[src/rtl/mux_rr_arbiter.sv]
// Round-robin owner of a shared 2:1 mux between requesters A (X side) and B (Y side).
// A granted requester may burst up to MAX_BURST words into a single registered output stage.
//
// state | meaning
// IDLE  | no owner, sel holds its last value
// OWN_A | A owns the datapath, sel=1
// OWN_B | B owns the datapath, sel=0
module mux_rr_arbiter #(
  parameter int W         = 4,
  parameter int MAX_BURST = 4
) (
  input  logic         clk,
  input  logic         rst_n,
  input  logic [W-1:0] a_data,
  input  logic         a_valid,
  output logic         a_ready,
  input  logic [W-1:0] b_data,
  input  logic         b_valid,
  output logic         b_ready,
  output logic [W-1:0] m_data,
  output logic         m_valid,
  input  logic         m_ready,
  output logic         sel,
  output logic         busy
);

  localparam int CW = $clog2(MAX_BURST) + 1;
  localparam logic [CW-1:0] BURST_LAST = CW'(MAX_BURST - 1);

  typedef enum logic [1:0] {IDLE, OWN_A, OWN_B} state_t;

  state_t         r_state;
  logic           r_m_valid;
  logic [W-1:0]   r_m_data;
  logic           r_sel;
  logic [CW-1:0]  r_burst_cnt;
  logic           r_last_a;

  logic w_load_ok;
  logic w_a_xfer;
  logic w_b_xfer;
  logic w_burst_end;

  assign w_load_ok   = !r_m_valid || m_ready;
  assign a_ready     = (r_state == OWN_A) && w_load_ok;
  assign b_ready     = (r_state == OWN_B) && w_load_ok;
  assign w_a_xfer    = a_valid && a_ready;
  assign w_b_xfer    = b_valid && b_ready;
  assign w_burst_end = (r_burst_cnt == BURST_LAST);

  assign m_data  = r_m_data;
  assign m_valid = r_m_valid;
  assign sel     = r_sel;
  assign busy    = (r_state != IDLE);

  always_ff @(posedge clk or negedge rst_n) begin
    if (!rst_n) begin
      r_state     <= IDLE;
      r_m_valid   <= 1'b0;
      r_m_data    <= '0;
      r_sel       <= 1'b0;
      r_burst_cnt <= '0;
      r_last_a    <= 1'b0;
    end else begin
      if (w_load_ok) begin
        r_m_valid <= w_a_xfer || w_b_xfer;
        if (w_a_xfer)      r_m_data <= a_data;
        else if (w_b_xfer) r_m_data <= b_data;
      end

      case (r_state)
        IDLE: begin
          // on a tie, grant whichever side was not served last
          if (a_valid && (!b_valid || !r_last_a)) begin
            r_state     <= OWN_A;
            r_sel       <= 1'b1;
            r_burst_cnt <= '0;
          end else if (b_valid) begin
            r_state     <= OWN_B;
            r_sel       <= 1'b0;
            r_burst_cnt <= '0;
          end
        end

        OWN_A: begin
          if ((w_a_xfer && w_burst_end) || (!a_valid && w_load_ok)) begin
            r_last_a    <= 1'b1;
            r_burst_cnt <= '0;
            if (b_valid) begin
              r_state <= OWN_B;
              r_sel   <= 1'b0;
            end else if (!a_valid) begin
              r_state <= IDLE;
            end
          end else if (w_a_xfer) begin
            r_burst_cnt <= r_burst_cnt + CW'(1);
          end
        end

        OWN_B: begin
          if ((w_b_xfer && w_burst_end) || (!b_valid && w_load_ok)) begin
            r_last_a    <= 1'b0;
            r_burst_cnt <= '0;
            if (a_valid) begin
              r_state <= OWN_A;
              r_sel   <= 1'b1;
            end else if (!b_valid) begin
              r_state <= IDLE;
            end
          end else if (w_b_xfer) begin
            r_burst_cnt <= r_burst_cnt + CW'(1);
          end
        end

        default: r_state <= IDLE;
      endcase
    end
  end

endmodule
[config.mk]
export PLATFORM = sky130hd
export DESIGN_NAME = mux_rr_arbiter
export DESIGN_NICKNAME = d
export VERILOG_FILES = /design/src/rtl/mux_rr_arbiter.sv
export SDC_FILE = /design/constraint.sdc
export NUM_CORES = 1
export LEC_CHECK = 0
export ABC_AREA = 1
export CAP_MARGIN = 10
export CORE_AREA = 2 2 47 49
export CTS_CLUSTER_SIZE = 16
export DETAILED_ROUTE_END_ITERATION = 6
export DIE_AREA = 0 0 49 51
export GPL_ROUTABILITY_DRIVEN = 0
export MAX_ROUTING_LAYER = met4
export PLACE_DENSITY = 0.72
export SYNTH_ARGS = -nofsm -noshare
export SYNTH_HDL_FRONTEND = slang
export SYNTH_SLANG_ARGS = --single-unit
[constraint.sdc]
create_clock -name clk -period 1.3 [get_ports clk]
set_input_delay 0.195 -clock clk [delete_from_list [all_inputs] [get_ports clk]]
set_output_delay 0.195 -clock clk [all_outputs]
set_load 0.02 [all_outputs]
==> impl_metrics.ini <==
[setup_path]
rrSetupSlack_ns = -0.12
critPathCaptureType = primary output
worstSetupPathType = register to primary output
cp.required_ns = 1.11
critPathLaunchType = register
reg2reg_from = r_state[0]$_DFFE_PN0P_
worst-r2r-cell-count = 8
critPathMaxFanout = 3
cp.arrival_ns = 1.24
reg2reg_to = r_burst_cnt[0]$_DFFE_PN0P_

[yosys]
yosys-top-cells-count = 40 x nand2_1, 17 x inv_1, 12 x dfrtp_1, 9 x nand3_1, 8 x o21ai_1
ys.warnings.count = 0
synthCells = 117
synth-edff-count = 0
synth_nets = 136
yosys.area.top_type = dfrtp_1
yosysSeqAreaShare_pct = 37.2
synth_seq_cells = 12
synth_cell_types = 17
synthArstFlopShare_pct = 100
synth_area_um2 = 808
ys.flop_type = dfrtp_1
synthTopCellsByArea = dfrtp_1 37%, nand2_1 19%, ha_1 9.3%
avgSynthCellArea_um2 = 6.91
synth_most_common_cell = nand2_1
synthDominantCellAreaShare_pct = 37.2

[cts]
cts-htree-levels = 1
clk_latency_ns = 0.28
tritoncts = done
clock_path_buffers = 2
cts_made_buffers = 3
hold_buffers = 0
cts.sinks = 12
clkTransAtPathRegs_ns = 0.08
cts-root-buf = clkbuf_4

[die]
placeableCoreArea_mm2 = 0.00206
rows = 17
io_pins = 22
dieArea_mm2 = 0.00250
die_h_um = 51
start_util_pct = 39.2
dieWidth_um = 49

[sta]
slew_viol_final = 0
worst_pin_slew_ns = 0.375
fin_crit_sh_pct = 111
finClkSkew_ns = 0.00370
setup_violations = 15
slew_headroom_pct = 74.9
fin_ws_ns = -0.138
rsz0062_at_grt = true
fmax_mhz = 696
finalCriticalPeriod_ns = 1.44
final_hold_viol_count = 0

[placement]
portBuffers = 21
dpl.hpwl_um = 1590
dp_cells = 178
placed_area_mm2 = 0.00116
dp_slack_ns = -0.332

[detailed_routing]
top_layer = met4
dr_wl_met3_um = 89
drt_iter0_drc = 10
vias_per_cell = 4.89
wl_um = 2320
wl_per_cell_um = 12.3
wl_met2_um = 1230
ant_nets = 0
dr.pass1.iters = 4
vias = 919
drt-met1-wl_um = 982
drc = 0

[pwr]
p_per_area_mw_per_mm2 = 2080
peakVddDrop_mv = 1.39
finalPower_uw = 2840
leakagePower_uw = 0.000706

[cells_and_area]
n_antenna_cell = 0
n_fill_cell = 183
fin_area_mm2 = 0.00136
fin_util_pct = 66.0
multiInputGateArea_um2 = 561
fin_nets = 180
syn_to_final_growth_pct = 68.4
drive_gt1_share_pct = 35.6
final_cells = 188
ff_latch_area_um2 = 300

[run_status]
status = finished, violations left
violations = setup timing

[grt]
grt-ovfl-total = 0
grt_pass1_vias = 883
grtUsageTotal_pct = 21.6
grt_pass1_wl_um = 3970
antenna_found_initial = 0
grt_max_degree = 13

[flow_run]
cap_violations = 0

[hold_path]
min-delay-path-class = input pin to async pin
==> per-stage QoR <==
stage / setup TNS (ns) / hold slack [ns]
final: -1.43 / 0.213
after detailed placement: -2.75 / 0.470
after global routing: -2.57 / 0.196
after global placement: -2.44 / 0.463
after CTS: -1.15 / 0.214
after floorplan: -0.00134 / -0.101
==> logic make-up after synthesis <==
logic type,after synthesis,synth area share [%]
compound gates,15,9.29
fa+ha+maj,6,9.29
buf+inv,22,10.4
flops,12,37.2
simple gates,62,33.9
==> critical path: stages (launching register included) <==
cell and delay, ns:
dfrtp_1 0.43, buf_6 0.14, ha_4 0.16, inv_2 0.05, nor2_1 0.04, buf_4 0.16
==> where the power goes <==
part	switching (uW)	internal, uW
registers	97.2	523
clock network	132	170
logic	1080	829
total	1310	1520
==> worst max path at each step <==
stage,from,end,slack [ns],depth (start not counted)
final,r_state[0]$_DFFE_PN0P_,a_ready,-0.14,5
after global routing,r_state[0]$_DFFE_PN0P_,r_state[1]$_DFFE_PN0P_,-0.21,7
after floorplan,r_state[1]$_DFFE_PN0P_,m_data[0]$_DFFE_PN0P_,-0.0003,7
after CTS,r_state[0]$_DFFE_PN0P_,a_ready,-0.13,5
after global placement,m_ready,a_ready,-0.31,4
after detailed placement,m_ready,a_ready,-0.33,4
==> state kept, by name (all words and copies together) (netlist names) <==
register,count
m_data,4
m_valid,1
r_state,2
sel,1
r_burst_cnt,3
r_last_a,1
==> cell type report <==
| class | instances | share of cell area (%) |
|---|---|---|
| clock buffer | 4 | 2.67 |
| sequential | 12 | 22.1 |
| multi-input combinational | 84 | 41.2 |
| timing repair buffer | 38 | 24.8 |
| timing repair inverter | 1 | 0.551 |
| inverter | 21 | 6.16 |
| tap | 28 | 2.57 |
==> routing by layer <==
| layer | vias up | GRT usage (%) |
|---|---|---|
| met5 | - | - |
| met4 | 0 | 8.57 |
| met3 | 2 | 4.09 |
| met2 | 30 | 37.4 |
| met1 | 433 | 24.9 |
| li1 | 454 | - |
==> what timing repair did <==
item / 4_1_cts / 5_1_grt
pin swaps: 11 / 10
endpoints found under the setup margin: 21 / 16
gates resized for setup: 46 / 9
setup buffers: 4 / 0
cloned: 2 / 0
==> cell usage in the layout (no fill, tap or decap) <==
master and instances:
clkbuf_2 1, a21oi_1 3, buf_4 15, inv_4 2
o21ai_0 4, clkbuf_4 3, nand3_1 7, o21ai_1 7
nor2_1 2, clkinvlp_4 1, clkbuf_8 1, nand2_2 6
nor3_1 1, ha_4 3, dlygate4sd2_1 5, inv_2 5
o21ai_2 1, nand3_2 3, nand2_1 34, nand3_4 3
nor2_2 1, ha_1 1, nor2_4 3, buf_6 5
nand2_4 2, ha_2 2, clkdlybuf4s50_1 12, nand4_1 1
inv_1 14, dfrtp_1 12
(Power assumes the default switching activity.)
